$ cat src/rtl/pic_host_pkg.sv
// Shared constants and types for the KF8259 host-side sequencer.
// Holds the PIC command words, FSM encodings and the init-sequence table.
package pic_host_pkg;

    localparam logic [7:0] ICW1_PC            = 8'h11;
    localparam logic [7:0] ICW4_8086          = 8'h01;
    localparam logic [7:0] OCW2_NS_EOI        = 8'h20;
    localparam logic [7:0] OCW2_SPEC_EOI_BASE = 8'h60;

    localparam logic [2:0] ST_IDLE_UNINIT = 3'd0;
    localparam logic [2:0] ST_INIT_WR     = 3'd1;
    localparam logic [2:0] ST_IDLE        = 3'd2;
    localparam logic [2:0] ST_INTA        = 3'd3;
    localparam logic [2:0] ST_DELIVER     = 3'd4;
    localparam logic [2:0] ST_IN_SERVICE  = 3'd5;
    localparam logic [2:0] ST_EOI_WR      = 3'd6;
    localparam logic [2:0] ST_ERROR       = 3'd7;

    localparam logic [1:0] WR_IDLE   = 2'd0;
    localparam logic [1:0] WR_ACTIVE = 2'd1;
    localparam logic [1:0] WR_GAP    = 2'd2;

    typedef enum logic [1:0] {
        STEP_ICW1 = 2'd0,
        STEP_ICW2 = 2'd1,
        STEP_ICW4 = 2'd2,
        STEP_OCW1 = 2'd3
    } init_step_t;

    typedef struct packed {
        logic       addr;
        logic [7:0] data;
    } bus_word_t;

    // Address 0 is the command port (0x20), address 1 the data/IMR port (0x21).
    function automatic bus_word_t init_word(input init_step_t step,
                                            input logic [7:0] vector_base,
                                            input logic [7:0] imr);
        bus_word_t w;
        w.addr = 1'b1;
        w.data = imr;
        case (step)
            STEP_ICW1: begin
                w.addr = 1'b0;
                w.data = ICW1_PC;
            end
            STEP_ICW2: w.data = vector_base;
            STEP_ICW4: w.data = ICW4_8086;
            default:   w.data = imr;
        endcase
        return w;
    endfunction

endpackage

$ cat src/rtl/pic_bus_writer.sv
// Single-write handshake engine for the PIC register port: holds cs/we until
// ack or timeout, then forces exactly one idle cycle before the next write.
module pic_bus_writer
    import pic_host_pkg::*;
#(
    parameter int ACK_TIMEOUT = 16
) (
    input  logic       clk,
    input  logic       reset,
    input  logic       req,
    input  logic       addr,
    input  logic [7:0] data,
    input  logic       ack,
    output logic       ready,
    output logic       done,
    output logic       timeout,
    output logic       chip_select,
    output logic       write_enable,
    output logic       bus_addr,
    output logic [7:0] bus_data
);

    localparam int CNT_W = (ACK_TIMEOUT > 2) ? $clog2(ACK_TIMEOUT) : 1;
    localparam logic [CNT_W-1:0] CNT_LAST = CNT_W'(ACK_TIMEOUT - 1);

    logic [1:0]       state;
    logic [CNT_W-1:0] tmo_cnt;
    logic             active;

    assign active       = (state == WR_ACTIVE);
    assign chip_select  = active;
    assign write_enable = active;
    assign ready        = !active;
    assign done         = active && ack;
    assign timeout      = active && !ack && (tmo_cnt == CNT_LAST);

    // NOTE: state registers use non-blocking assignments so every flop samples
    // pre-edge values; blocking here would create order-dependent simulation.
    always_ff @(posedge clk or posedge reset) begin
        if (reset) begin
            state    <= WR_IDLE;
            tmo_cnt  <= '0;
            bus_addr <= 1'b0;
            bus_data <= 8'h00;
        end else begin
            case (state)
                WR_ACTIVE: begin
                    if (ack || tmo_cnt == CNT_LAST) begin
                        state <= WR_GAP;
                    end else begin
                        tmo_cnt <= tmo_cnt + 1'b1;
                    end
                end
                default: begin
                    // The gap cycle itself may accept the next request, so the
                    // bus sees exactly one cycle with cs/we low between writes.
                    if (req) begin
                        state    <= WR_ACTIVE;
                        tmo_cnt  <= '0;
                        bus_addr <= addr;
                        bus_data <= data;
                    end else begin
                        state <= WR_IDLE;
                    end
                end
            endcase
        end
    end

endmodule

$ cat src/rtl/pic_host_sequencer.sv
// Host-side master for the KF8259: runs ICW1/ICW2/ICW4/OCW1 init, acknowledges
// interrupts, delivers vectors, and writes EOI. PIC_HOST_SPECIFIC_EOI_EN selects specific EOI.
module pic_host_sequencer
    import pic_host_pkg::*;
#(
    parameter logic [7:0] VECTOR_BASE = 8'h08,
    parameter logic [7:0] INIT_IMR    = 8'hFC,
    parameter int         ACK_TIMEOUT = 16
) (
    input  logic        clk,
    input  logic        reset,
    input  logic        start_init,
    output logic        init_done,
    output logic        pic_chip_select,
    output logic        pic_write_enable,
    output logic        pic_address,
    output logic [15:0] pic_data_out,
    input  logic        pic_ack,
    input  logic        pic_int,
    input  logic [7:0]  pic_simpleirq,
    output logic        pic_inta,
    output logic        irq_valid,
    output logic [7:0]  irq_vector,
    input  logic        irq_ready,
    input  logic        eoi_req,
    output logic        eoi_done,
    output logic        bus_error
);

    logic [2:0] state;
    init_step_t step;
    logic [2:0] irq_num;
    logic       init_accept;
    logic [7:0] eoi_data;
    bus_word_t  wr_word;
    logic       wr_req;
    logic       wr_ready;
    logic       wr_done;
    logic       wr_timeout;
    logic [7:0] wr_bus_data;
    logic       unused_simpleirq_hi;

    assign unused_simpleirq_hi = ^pic_simpleirq[7:3];

`ifdef PIC_HOST_SPECIFIC_EOI_EN
    assign eoi_data = {OCW2_SPEC_EOI_BASE[7:3], irq_num};
`else
    assign eoi_data = OCW2_NS_EOI;
`endif

    assign init_accept = start_init &&
                         (state == ST_IDLE_UNINIT || state == ST_IDLE ||
                          state == ST_IN_SERVICE  || state == ST_ERROR);

    // Decoded from registered state, so the asynchronous reset clears them at once.
    assign pic_inta  = (state == ST_INTA);
    assign irq_valid = (state == ST_DELIVER);

    // NOTE: every always_comb output gets a default first; a path that skips an
    // assignment would otherwise infer a latch.
    always_comb begin
        wr_req  = 1'b0;
        wr_word = '0;
        if (state == ST_INIT_WR) begin
            wr_req  = wr_ready;
            wr_word = init_word(step, VECTOR_BASE, INIT_IMR);
        end else if (state == ST_EOI_WR) begin
            wr_req  = wr_ready;
            wr_word = '{addr: 1'b0, data: eoi_data};
        end
    end

    pic_bus_writer #(
        .ACK_TIMEOUT (ACK_TIMEOUT)
    ) u_writer (
        .clk          (clk),
        .reset        (reset),
        .req          (wr_req),
        .addr         (wr_word.addr),
        .data         (wr_word.data),
        .ack          (pic_ack),
        .ready        (wr_ready),
        .done         (wr_done),
        .timeout      (wr_timeout),
        .chip_select  (pic_chip_select),
        .write_enable (pic_write_enable),
        .bus_addr     (pic_address),
        .bus_data     (wr_bus_data)
    );

    assign pic_data_out = {8'h00, wr_bus_data};

    always_ff @(posedge clk or posedge reset) begin
        if (reset) begin
            state      <= ST_IDLE_UNINIT;
            step       <= STEP_ICW1;
            irq_num    <= 3'd0;
            irq_vector <= 8'h00;
            init_done  <= 1'b0;
            bus_error  <= 1'b0;
            eoi_done   <= 1'b0;
        end else begin
            eoi_done <= 1'b0;
            if (init_accept) begin
                // Re-init abandons any interrupt still in service.
                state     <= ST_INIT_WR;
                step      <= STEP_ICW1;
                init_done <= 1'b0;
                bus_error <= 1'b0;
            end else begin
                case (state)
                    ST_INIT_WR: begin
                        if (wr_timeout) begin
                            bus_error <= 1'b1;
                            state     <= ST_ERROR;
                        end else if (wr_done) begin
                            if (step == STEP_OCW1) begin
                                init_done <= 1'b1;
                                state     <= ST_IDLE;
                            end else begin
                                step <= init_step_t'(step + 2'd1);
                            end
                        end
                    end
                    ST_IDLE: begin
                        if (pic_int && init_done) begin
                            irq_num <= pic_simpleirq[2:0];
                            state   <= ST_INTA;
                        end
                    end
                    ST_INTA: begin
                        irq_vector <= {VECTOR_BASE[7:3], irq_num};
                        state      <= ST_DELIVER;
                    end
                    ST_DELIVER: begin
                        if (irq_ready) begin
                            state <= ST_IN_SERVICE;
                        end
                    end
                    ST_IN_SERVICE: begin
                        if (eoi_req) begin
                            state <= ST_EOI_WR;
                        end
                    end
                    ST_EOI_WR: begin
                        if (wr_timeout) begin
                            bus_error <= 1'b1;
                            state     <= ST_ERROR;
                        end else if (wr_done) begin
                            eoi_done <= 1'b1;
                            state    <= ST_IDLE;
                        end
                    end
                    ST_ERROR:       state <= ST_ERROR;
                    ST_IDLE_UNINIT: state <= ST_IDLE_UNINIT;
                    default:        state <= ST_IDLE_UNINIT;
                endcase
            end
        end
    end

endmodule

$ cat config.mk
export PLATFORM = sky130hd
export DESIGN_NAME = pic_host_sequencer
export DESIGN_NICKNAME = d
export VERILOG_FILES = /design/src/rtl/pic_host_pkg.sv /design/src/rtl/pic_bus_writer.sv /design/src/rtl/pic_host_sequencer.sv
export SDC_FILE = /design/constraint.sdc
export NUM_CORES = 1
export LEC_CHECK = 0
export ABC_AREA = 1
export BUFFER_PORTS_ARGS = -buffer_cell sky130_fd_sc_hd__buf_2
export CAP_MARGIN = 20
export CORE_MARGIN = 4
export CORE_UTILIZATION = 59
export CTS_BUF_LIST = sky130_fd_sc_hd__clkbuf_8
export CTS_CLUSTER_SIZE = 24
export DETAILED_ROUTE_END_ITERATION = 16
export PLACE_DENSITY = 0.9
export REMOVE_ABC_BUFFERS = 1
export SYNTH_ARGS = -nofsm -noshare
export SYNTH_HDL_FRONTEND = slang
export SYNTH_HIERARCHICAL = 1
export SYNTH_SLANG_ARGS = --single-unit
$ cat constraint.sdc
create_clock -name clk -period 4 [get_ports clk]
set_input_delay 0.8 -clock clk [delete_from_list [all_inputs] [get_ports clk]]
set_output_delay 0.8 -clock clk [all_outputs]
set_load 0.005 [all_outputs]
==> summary.log, run 1 <==
[status] outcome completed
[setup_path] setup slack on the worst flop-to-flop path 2.20 ns
[clocking] clock slew at the register clock pins of the worst setup and hold paths 0.06 ns
[floorplan] starting density of the core 63.1%
[synthesis] count of cell types in the netlist 27
[worst_hold_path] launch instance of the worst min-delay path irq_vector[3]$_DFFE_PP0P_
[floorplan] die height 62.8 um
[clocking] CTS sink cnt 30
[sta] Max Clock Skew 0.00601 ns
[setup_path] worst reg2reg path depth 6
[layout] Register Area 751 um2
[setup_path] crit path DAT 1.35 ns
[placement] routability congestion estimate 0.883
[layout] Post-layout nets 271
[floorplan] Core Box Area 0.00281 mm2
[global_route] total routing resource utilization after global routing 18.4%
[floorplan] die span in x 62.8 um
[placement] quantity of I/O buffers inserted on ports 29
[sta] ratio of final minimum period to clock period 53.7%
[sta] achievable clock frequency 466 MHz
[clocking] clock buffer depth 2
[sta] final number of max-transition violations 0
[clocking] H-tree lvl count 2
[layout] number of fill cells in the layout 229
[synthesis] post-synthesis sequential element count 30
[clocking] Post-CTS Repair Setup Buffers 0
[synthesis] synthesized area divided by synthesized cell count 8.08 um2
[synthesis] total number of yosys warnings 6
[detailed_routing] average detailed-routed wire length per instance 12.0 um
[sta] RSZ-0062 raised after global routing no
[setup_path] element type at the critical path start register
[detailed_routing] vias per cell 5.17
[clocking] cell at the root of the clock tree sky130_fd_sc_hd__clkbuf_8
[clocking] clock insertion delay at the later pin of the skew report 0.28 ns
[clocking] CTS tree built
[detailed_routing] residual DRC count 0
[detailed_routing] Via Count 1452
[global_route] overall overflow remaining after global route 0
[setup_path] launch instance of the worst register-to-register path state[0]$_DFFE_PP0P_
[global_route] wire length of the first global-routing pass 5760 um
[detailed_routing] count of antenna-violating nets left after detailed routing 0
[clocking] CTS-repair resized insts 0
[setup_path] critical path type register to output pin
[synthesis] Synth Cell Area 0.00177 mm2
[worst_hold_path] Tightest Hold Check Type register to register
[layout] area growth from synthesis to layout 10.1%
[detailed_routing] DR iter-0 viols 60
[global_route] largest net degree at the start of global routing 17
[floorplan] die footprint 0.00394 mm2
[worst_hold_path] Worst Hold Path EP irq_vector[3]$_DFFE_PP0P_
[detailed_routing] first drt pass iteration count 4
[layout] Multi-input gate area 816 um2
[global_route] initial antenna violation count 0
[sta] Post-Route Setup TNS 0 ns
[sta] fin worst setup slack 1.85 ns
[synthesis] Mapped Cells 219
[worst_hold_path] hold path cells 2
[placement] detailed-placement wirelength estimate 2520 um
[clocking] number of buffers created by CTS 5
[setup_path] data required time at the worst endpoint 3.20 ns
[layout] most common cell after layout, fill and taps aside sky130_fd_sc_hd__nand2_1
[floorplan] total number of placement rows 19
[layout] commonest cells after routing, fill and taps aside sky130_fd_sc_hd__nand2_1, sky130_fd_sc_hd__dfrtp_1, sky130_fd_sc_hd__buf_2
[detailed_routing] Routed Wire Length 3360 um
[sta] Slew HR 61.7%
[setup_path] Critical R2R Capture irq_vector[1]$_DFFE_PP0P_
[layout] layout cell share with drive strength beyond 1 24.8%
[sta] setup-violating endpoint count in the final report 0
[clocking] post-cts hold buffer count 0
[floorplan] I/O pin count 47
[global_route] vias in the first global route 1368
[setup_path] maximum net fanout on the critical path 9
[layout] Diodes inserted 0
[setup_path] Critical path origin state[0]$_DFFE_PP0P_
[sta] fin crit period 2.15 ns
[power] Power per Cell Area 607 mW/mm2
[synthesis] proportion of synthesized chip area in sequential cells 42.4%
[power] VDD IR-drop max 332 uV
[setup_path] Crit. End Element output pin
[run] maxcap violations 0
[sta] Final Hold Violating Endpoints 0
[placement] Setup WS pre-CTS 2.12 ns
[power] leakage power 1.11 nW
[sta] slew at the pin closest to its max-slew limit 0.575 ns
## power by group
group,switching [mW],internal [mW]
registers,0.0760,0.371
logic,0.329,0.183
clock network,0.108,0.116
total,0.513,0.670
## cells by family (layout without fill, tap and decap cells)
group	after synthesis	after routing	synth area share, %
other cells	1	13	0.212
fa+ha+maj	6	6	4.24
simple gates	123	123	35.4
flops	30	30	42.4
compound gates	12	12	3.68
buf+inv	47	66	14.0
## sequential cells by signal, indices dropped and copies added, names as in the netlist
signal and count:
step 2, irq_vector 4, bus_error 1, state 3, init_done 1, u_writer/bus_data 8, irq_num 3, eoi_done 1
u_writer/bus_addr 1, u_writer/state 2, u_writer/tmo_cnt 4
## cell type report
class / count / share of cell area [%]
clock buffers: 5 / 3.53
well taps: 31 / 1.99
clock inverters: 2 / 0.514
repair buffers: 30 / 7.84
multi-input cells: 154 / 41.9
flip-flops and latches: 30 / 38.5
inverters: 29 / 5.72
## worst max-delay path by stage
stage / endpoint
floorplan: u_writer/tmo_cnt[1]$_DFFE_PP0P_
global placement: pic_inta
detailed placement: step[1]$_DFFE_PP0P_
CTS: pic_inta
global route: pic_inta
finish: pic_inta
## layer usage
metal / GRT usage, % / vias to the layer above / wire (um)
met5: 0 / - / 0
met4: 9.09 / 0 / 51
met3: 5.94 / 6 / 182
met2: 30.0 / 40 / 1660
met1: 21.8 / 680 / 1470
li1: - / 726 / -
## worst max-delay path, stage by stage (launching register included)
cell and delay, ns:
sky130_fd_sc_hd__dfrtp_1 0.58, sky130_fd_sc_hd__inv_4 0.10, sky130_fd_sc_hd__nor3_4 0.24, sky130_fd_sc_hd__buf_2 0.15
## synth_stat cells
master / n / area share (%)
sky130_fd_sc_hd__nand2_1: 57 / 12
sky130_fd_sc_hd__dfrtp_1: 30 / 42
sky130_fd_sc_hd__nand3_1: 24 / 6.8
sky130_fd_sc_hd__inv_1: 20 / 4.2
sky130_fd_sc_hd__nor2_1: 18 / 3.8
sky130_fd_sc_hd__buf_4: 16 / 6.8
sky130_fd_sc_hd__inv_2: 7 / 1.5
sky130_fd_sc_hd__ha_1: 6 / 4.2
sky130_fd_sc_hd__a21oi_1: 4 / 1.1
sky130_fd_sc_hd__nand2_4: 4 / 2.5
sky130_fd_sc_hd__nand4_1: 4 / 1.4
sky130_fd_sc_hd__o21ai_0: 4 / 1.1
sky130_fd_sc_hd__nand2_2: 3 / 1.1
sky130_fd_sc_hd__nand3_2: 3 / 1.7
sky130_fd_sc_hd__nor2_4: 3 / 1.9
sky130_fd_sc_hd__nor3_1: 3 / 0.85
sky130_fd_sc_hd__nand3_4: 2 / 2.0
sky130_fd_sc_hd__o21ai_1: 2 / 0.57
sky130_fd_sc_hd__a211oi_1: 1 / 0.42
sky130_fd_sc_hd__a21boi_0: 1 / 0.42
sky130_fd_sc_hd__buf_2: 1 / 0.28
sky130_fd_sc_hd__buf_6: 1 / 0.64
sky130_fd_sc_hd__clkinv_1: 1 / 0.21
sky130_fd_sc_hd__conb_1: 1 / 0.21
sky130_fd_sc_hd__inv_4: 1 / 0.35
sky130_fd_sc_hd__nor2_2: 1 / 0.35
sky130_fd_sc_hd__nor3_4: 1 / 0.92
## through the flow
step                std cells  utilization [%]  hold slack [ns]  power (mW)  area (um2)
floorplan                 213                -            0.454       0.820        1680
global placement          274             66.6            0.444       0.940        1870
detailed placement        274             66.6            0.449       0.962        1870
CTS                       281             69.4            0.465        1.19        1950
global route              281             69.4            0.485        1.28        1950
finish                    281             69.4            0.462        1.18        1950
Note: power is estimated with default switching activity, not from simulation.
==> inputs of run 2 (changes only) <==
--- a/config.mk
+++ b/config.mk
@@ -9,11 +9,11 @@
 export BUFFER_PORTS_ARGS = -buffer_cell sky130_fd_sc_hd__buf_2
 export CAP_MARGIN = 20
 export CORE_MARGIN = 4
-export CORE_UTILIZATION = 59
+export CORE_UTILIZATION = 54
 export CTS_BUF_LIST = sky130_fd_sc_hd__clkbuf_8
 export CTS_CLUSTER_SIZE = 24
 export DETAILED_ROUTE_END_ITERATION = 16
-export PLACE_DENSITY = 0.9
+export PLACE_DENSITY = 0.84
 export REMOVE_ABC_BUFFERS = 1
 export SYNTH_ARGS = -nofsm -noshare
 export SYNTH_HDL_FRONTEND = slang
==> constraint.sdc (replaced) <==
create_clock -name clk -period 2.2 [get_ports clk]
set_input_delay 0.44 -clock clk [delete_from_list [all_inputs] [get_ports clk]]
set_output_delay 0.44 -clock clk [all_outputs]
set_load 0.005 [all_outputs]
==> summary.log, run 2 (synthesis results as in run 1) <==
[status] outcome completed
[setup_path] Crit. End Element output pin
[floorplan] starting density of the core 57.0% [-6.1 points]
[setup_path] critical path type register to output pin
[clocking] CTS-repair resized insts 0 [unchanged]
[global_route] overall overflow remaining after global route 0 [unchanged]
[setup_path] element type at the critical path start register
[detailed_routing] count of antenna-violating nets left after detailed routing 0 [unchanged]
[global_route] wire length of the first global-routing pass 5510 um [-4.4%]
[clocking] cell at the root of the clock tree sky130_fd_sc_hd__clkbuf_8
[global_route] vias in the first global route 1265 [-7.5%]
[floorplan] Core Box Area 0.00310 mm2 [+11%]
[clocking] clock slew at the register clock pins of the worst setup and hold paths 0.06 ns [about the same]
[layout] Diodes inserted 0 [unchanged]
[clocking] H-tree lvl count 2 [unchanged]
[sta] fin crit period 1.81 ns
[sta] Max Clock Skew 0.00179 ns [-0.00422 ns]
[clocking] number of buffers created by CTS 5 [unchanged]
[layout] Largest Register u_writer/bus_data
[setup_path] worst reg2reg path depth 6 [unchanged]
[placement] quantity of I/O buffers inserted on ports 29 [unchanged]
[sta] ratio of final minimum period to clock period 82.2%
[detailed_routing] detailed route wirelength on metal3 235 um [+29%]
[setup_path] CP Capture Point pic_inta
[layout] layout cell share with drive strength beyond 1 24.7% [-0.099 points]
[clocking] CTS sink cnt 30 [unchanged]
[detailed_routing] Via Count 1403 [-3.4%]
[sta] fin worst setup slack 0.392 ns [-1.46 ns]
[detailed_routing] residual DRC count 0 [unchanged]
[detailed_routing] average detailed-routed wire length per instance 10.8 um [-9.6%]
[clocking] post-cts hold buffer count 0 [unchanged]
[power] Internal Dissipation 1.25 mW [+87%]
[layout] Post-layout nets 271 [unchanged]
[clocking] CTS tree built
[power] net switching power 0.924 mW [+80%]
[power] switching share of total power 42.4% [-0.92 points]
[placement] routability congestion estimate 0.855 [-3.2%]
[sta] slew at the pin closest to its max-slew limit 0.575 ns [+0.000194 ns]
[layout] number of flip-flops in the largest register 8 [unchanged]
[detailed_routing] vias per cell 4.76 [-8.0%]
[setup_path] data required time at the worst endpoint 1.76 ns [-1.44 ns]
[sta] Post-Route Setup TNS 0 ns [unchanged]
[worst_hold_path] Tightest Hold Check Type input port to asynchronous set/reset pin
[clocking] Post-CTS Repair Setup Buffers 0 [unchanged]
[global_route] largest net degree at the start of global routing 17 [unchanged]
[detailed_routing] DR iter-0 viols 80 [+33%]
[setup_path] crit path DAT 1.37 ns [+0.02 ns]
[detailed_routing] Routed Wire Length 3190 um [-5.1%]
[power] share of power burned in combinational logic 42.3% [-0.9 points]
[sta] Final Hold Violating Endpoints 0 [unchanged]
[power] sequential cell fraction of total power 37.3% [-0.5 points]
[setup_path] setup slack on the worst flop-to-flop path 0.41 ns [-1.79 ns]
[detailed_routing] sum of routed wire segments on met1 1400 um [-4.8%]
[floorplan] die footprint 0.00426 mm2 [+8.1%]
[global_route] total routing resource utilization after global routing 16.8% [-1.6 points]
[placement] Setup WS pre-CTS 0.410 ns [-1.71 ns]
[power] Power per Cell Area 1100 mW/mm2 [+81%]
[sta] RSZ-0062 raised after global routing no
[layout] commonest cells after routing, fill and taps aside sky130_fd_sc_hd__nand2_1, sky130_fd_sc_hd__dfrtp_1, sky130_fd_sc_hd__buf_2
[floorplan] total number of placement rows 20 [+1]
[setup_path] maximum net fanout on the critical path 9 [unchanged]
[sta] Slew HR 61.6% [about the same]
[run] maxcap violations 0 [unchanged]
[clocking] clock insertion delay at the later pin of the skew report 0.28 ns [about the same]
[clocking] clock buffer depth 2 [unchanged]
[setup_path] launch instance of the worst register-to-register path state[0]$_DFFE_PP0P_
[power] leakage power 1.12 nW [+0.78%]
[detailed_routing] top layer used by detailed routing met4
[sta] achievable clock frequency 553 MHz
[floorplan] die height 65.2 um [+4.0%]
[power] clock network fraction of design power 20.5% [+1.5 points]
[setup_path] Critical R2R Capture u_writer/tmo_cnt[1]$_DFFE_PP0P_
[global_route] initial antenna violation count 0 [unchanged]
[power] VDD IR-drop max 506 uV [+52%]
[sta] final number of max-transition violations 0 [unchanged]
[layout] area growth from synthesis to layout 11.7%
[detailed_routing] first drt pass iteration count 4 [unchanged]
[layout] most common cell after layout, fill and taps aside sky130_fd_sc_hd__nand2_1
[detailed_routing] wire length on met2 1510 um [-9.4%]
[setup_path] Critical path origin state[0]$_DFFE_PP0P_
[sta] setup-violating endpoint count in the final report 0 [unchanged]
[placement] detailed-placement wirelength estimate 2360 um [-6.4%]
[floorplan] die span in x 65.2 um [+4.0%]
[layout] registers with the most flip-flops u_writer/bus_data: 8 flops, irq_vector: 4 flops, u_writer/tmo_cnt: 4 flops
[floorplan] I/O pin count 47 [unchanged]
run 2: changes by cell type in the layout (fill, tap and decap cells not counted), sizes merged:
cell	before	now
clkbuf	5	6
clkinv	3	2
inv	28	29
run 2: worst max-delay path, cell delays in order, from the launching register on:
cell,delay (ns)
sky130_fd_sc_hd__dfrtp_1,0.59
sky130_fd_sc_hd__inv_4,0.10
sky130_fd_sc_hd__nor3_4,0.24
sky130_fd_sc_hd__buf_2,0.15
run 2: power by group through the flow:
stage	Clock (mW)	Combinational, mW	Sequential (mW)
after detailed placement	0	0.920	0.822
after CTS	0.460	0.929	0.812
after global placement	0	0.897	0.813
after floorplan	0	0.684	0.806
after global routing	0.491	1.04	0.830
final	0.446	0.921	0.811
run 2: cell type report:
type / count / area [um2]
Tap cell: 44 / 55.1
Multi-Input combinational cell: 154 / 816
Inverter: 29 / 111
Clock inverter: 2 / 8.76
Timing Repair Buffer: 30 / 153
Clock buffer: 6 / 82.6
Sequential cell: 30 / 751
Fill cell: 293 / 1130
run 2: metal layers:
metal | GRT usage [%] | up-vias
li1 | - | 731
met1 | 20.9 | 628
met2 | 26.3 | 39
met3 | 6.15 | 5
met4 | 6.74 | 0
met5 | 0 | -
run 2: how the worst min path moves through the flow:
stage / from / to / slack (ns) / cells after the start
floorplan: reset / bus_error$_DFFE_PP0P_ / 0.34 / 1
global placement: irq_vector[3]$_DFFE_PP0P_ / irq_vector[3]$_DFFE_PP0P_ / 0.44 / 2
detailed placement: irq_vector[3]$_DFFE_PP0P_ / irq_vector[3]$_DFFE_PP0P_ / 0.45 / 2
CTS: reset / u_writer/tmo_cnt[1]$_DFFE_PP0P_ / 0.23 / 2
global route: reset / irq_vector[3]$_DFFE_PP0P_ / 0.27 / 2
finish: reset / u_writer/tmo_cnt[3]$_DFFE_PP0P_ / 0.21 / 2
run 2: through the flow:
step	area, um2	power, mW	std cells	hold WS [ns]	utilization (%)
final	1980	2.18	295	0.213	63.7
after global routing	1980	2.37	295	0.273	63.7
after CTS	1980	2.20	295	0.226	63.7
after detailed placement	1890	1.74	287	0.450	60.8
after global placement	1890	1.71	287	0.443	60.8
after floorplan	1680	1.49	213	0.341	-
==> inputs of run 3 (changes only) <==
--- a/config.mk
+++ b/config.mk
@@ -9,11 +9,11 @@
 export BUFFER_PORTS_ARGS = -buffer_cell sky130_fd_sc_hd__buf_2
 export CAP_MARGIN = 20
 export CORE_MARGIN = 4
-export CORE_UTILIZATION = 54
+export CORE_UTILIZATION = 49
 export CTS_BUF_LIST = sky130_fd_sc_hd__clkbuf_8
 export CTS_CLUSTER_SIZE = 24
 export DETAILED_ROUTE_END_ITERATION = 16
-export PLACE_DENSITY = 0.84
+export PLACE_DENSITY = 0.8
 export REMOVE_ABC_BUFFERS = 1
 export SYNTH_ARGS = -nofsm -noshare
 export SYNTH_HDL_FRONTEND = slang
==> constraint.sdc (replaced) <==
create_clock -name clk -period 1.6 [get_ports clk]
set_input_delay 0.32 -clock clk [delete_from_list [all_inputs] [get_ports clk]]
set_output_delay 0.32 -clock clk [all_outputs]
set_load 0.005 [all_outputs]
==> summary.log, run 3 (synthesis results as in run 1) <==
[status] outcome completed
[sta] slew at the pin closest to its max-slew limit 0.562 ns [-0.0123 ns]
[placement] Placement Cell Area 0.00199 mm2 [+5.3%]
[layout] number of flip-flops in the largest register 8 [unchanged]
[layout] layout cell share with drive strength beyond 1 31.0% [+6.3 points]
[power] leakage power 1.21 nW [+7.9%]
[floorplan] die span in x 68.1 um [+4.4%]
[setup_path] slowest cell delay on critical path 0.44 ns [-0.15 ns]
[floorplan] I/O pin count 47 [unchanged]
[sta] fin worst setup slack 0.0701 ns [-0.322 ns]
[clocking] CTS sink cnt 30 [unchanged]
[detailed_routing] residual DRC count 0 [unchanged]
[power] Power per Cell Area 1510 mW/mm2 [+37%]
[global_route] initial antenna violation count 0 [unchanged]
[layout] Largest Register u_writer/bus_data
[sta] setup-violating endpoint count in the final report 0 [unchanged]
[layout] area growth from synthesis to layout 20.3%
[setup_path] data required time at the worst endpoint 1.28 ns [-0.48 ns]
[setup_path] chain of cells forming the critical path buf_4, nor3_4, buf_2
[global_route] GR Layer Usage met2 27.0% [+0.66 points]
[clocking] clock insertion delay at the later pin of the skew report 0.28 ns [about the same]
[floorplan] die height 68.1 um [+4.4%]
[sta] final number of max-transition violations 0 [unchanged]
[layout] commonest cells after routing, fill and taps aside sky130_fd_sc_hd__nand2_1, sky130_fd_sc_hd__dfrtp_1, sky130_fd_sc_hd__buf_2
[clocking] number of buffers created by CTS 5 [unchanged]
[floorplan] total number of placement rows 21 [+5.0%]
[global_route] most congested layer reported by global routing met2
[setup_path] CP max-delay cell sky130_fd_sc_hd__dfrtp_2
[detailed_routing] first drt pass iteration count 4 [unchanged]
[layout] number of fill cells in the layout 329 [+12%]
[layout] Post-layout nets 288 [+6.3%]
[sta] Max Clock Skew 0.00379 ns [+0.00199 ns]
[clocking] H-tree lvl count 2 [unchanged]
[detailed_routing] Routed Wire Length 3360 um [+5.2%]
[clocking] cell at the root of the clock tree sky130_fd_sc_hd__clkbuf_8
[global_route] GR Util met1 18.7% [-2.2 points]
[global_route] overall overflow remaining after global route 0 [unchanged]
[detailed_routing] count of antenna-violating nets left after detailed routing 0 [unchanged]
[placement] routability congestion estimate 0.897 [+4.9%]
[detailed_routing] DR iter-0 viols 54 [-33%]
[layout] most common cell after layout, fill and taps aside sky130_fd_sc_hd__nand2_1
[clocking] post-cts hold buffer count 0 [unchanged]
[clocking] clock buffer depth 2 [unchanged]
[setup_path] Crit. End Element output pin
[floorplan] starting density of the core 51.8% [-5.2 points]
[setup_path] logic depth of the worst path, buffers included 3 [unchanged]
[global_route] total routing resource utilization after global routing 16.4% [-0.40 points]
[layout] cell area after layout 0.00213 mm2 [+7.7%]
[setup_path] worst reg2reg path depth 7 [+1]
[detailed_routing] vias per cell 4.68 [-1.7%]
[sta] ratio of final minimum period to clock period 95.6%
[global_route] wire length of the first global-routing pass 5540 um [+0.62%]
[placement] detailed-placement wirelength estimate 2510 um [+6.6%]
[clocking] CTS tree built
[sta] achievable clock frequency 654 MHz
[layout] Diodes inserted 0 [unchanged]
[floorplan] die footprint 0.00464 mm2 [+8.9%]
[detailed_routing] average detailed-routed wire length per instance 10.7 um [-1.2%]
[global_route] largest net degree at the start of global routing 16 [-1]
[layout] registers with the most flip-flops u_writer/bus_data: 8 flops, irq_vector: 4 flops, u_writer/tmo_cnt: 4 flops
[sta] Slew HR 62.5% [+0.82 points]
[setup_path] maximum net fanout on the critical path 4 [-5]
[setup_path] crit path DAT 1.21 ns [-0.16 ns]
[detailed_routing] Via Count 1468 [+4.6%]
[global_route] vias in the first global route 1293 [+2.2%]
[worst_hold_path] Tightest Hold Check Type input port to asynchronous set/reset pin
[floorplan] Core Box Area 0.00342 mm2 [+10%]
[power] VDD IR-drop max 700 uV [+38%]
[sta] Final Hold Violating Endpoints 0 [unchanged]
[power] Overall Power 3.21 mW [+48%]
[run] maxcap violations 0 [unchanged]
[sta] fin crit period 1.53 ns
[layout] end-of-flow core utilization 62.3% [-1.4 points]
[placement] quantity of I/O buffers inserted on ports 29 [unchanged]
[setup_path] critical path type register to output pin
[setup_path] CP bufs+invs 2 [unchanged]
[global_route] met3 demand-to-capacity share in global routing 5.25% [-0.90 points]
[setup_path] element type at the critical path start register
[setup_path] cell type group with the largest total delay on the critical path flip-flops
[clocking] clock slew at the register clock pins of the worst setup and hold paths 0.06 ns [about the same]
[placement] Setup WS pre-CTS 0.0416 ns [-0.368 ns]
## run 3: path summary, 6_finish.rpt
path / startpoint / endpoint / slack [ns]
min in group clk: pic_simpleirq[0] / irq_num[0]$_DFFE_PP0P_ / 0.28
worst min register to register: u_writer/bus_data[7]$_DFFE_PP0P_ / u_writer/bus_data[7]$_DFFE_PP0P_ / 0.46
worst min-delay path: reset / u_writer/tmo_cnt[2]$_DFFE_PP0P_ / 0.09
worst max-delay path: state[2]$_DFFE_PP0P_ / pic_inta / 0.07
max in group asynchronous: reset / state[2]$_DFFE_PP0P_ / 1.11
worst max register to register: state[0]$_DFFE_PP0P_ / u_writer/tmo_cnt[1]$_DFFE_PP0P_ / 0.11
## run 3: area by class of cell
type | instances | area (um2) | share of cell area (%)
clock inverters | 2 | 8.76 | 0.412
inverters | 29 | 114 | 5.35
clock buffers | 6 | 82.6 | 3.88
repair buffers | 47 | 284 | 13.3
multi-input cells | 154 | 830 | 39.0
well taps | 46 | 57.6 | 2.70
flip-flops and latches | 30 | 752 | 35.3
## run 3: stage by stage
stage / TNS [ns] / hold WS [ns] / cells
4_1_cts: 0 / 0.109 / 310
6_report: 0 / 0.0907 / 314
5_1_grt: -0.000584 / 0.149 / 314
3_5_place_dp: 0 / 0.412 / 302
3_3_place_gp: 0 / 0.400 / 302
2_1_floorplan: -5.88 / 0.221 / 213
## run 3: worst register-to-register path: stages, from the launching register on
cell	delay (ns)
sky130_fd_sc_hd__dfrtp_1	0.43
sky130_fd_sc_hd__buf_6	0.16
sky130_fd_sc_hd__nand3_4	0.13
sky130_fd_sc_hd__a21boi_0	0.18
sky130_fd_sc_hd__buf_4	0.17
sky130_fd_sc_hd__nand2_4	0.13
sky130_fd_sc_hd__nand3_1	0.13
sky130_fd_sc_hd__nand2_1	0.06
## run 3: per-layer routing
layer / part of all wire [%] / wire length (um)
met5: 0 / 0
met4: 2.1 / 72
met3: 5.3 / 179
met2: 49 / 1640
met1: 44 / 1470
## run 3: repair_timing
item                       in CTS  in global routing
pin swaps                       0                  1
gates resized for setup         1                  7
setup endpoints to repair       1                 12
setup buffers                   0                  4
## run 3: power by group
part / internal (mW) / switching [mW]
clock: 0.339 / 0.265
combinational: 0.627 / 0.916
sequential: 0.929 / 0.136
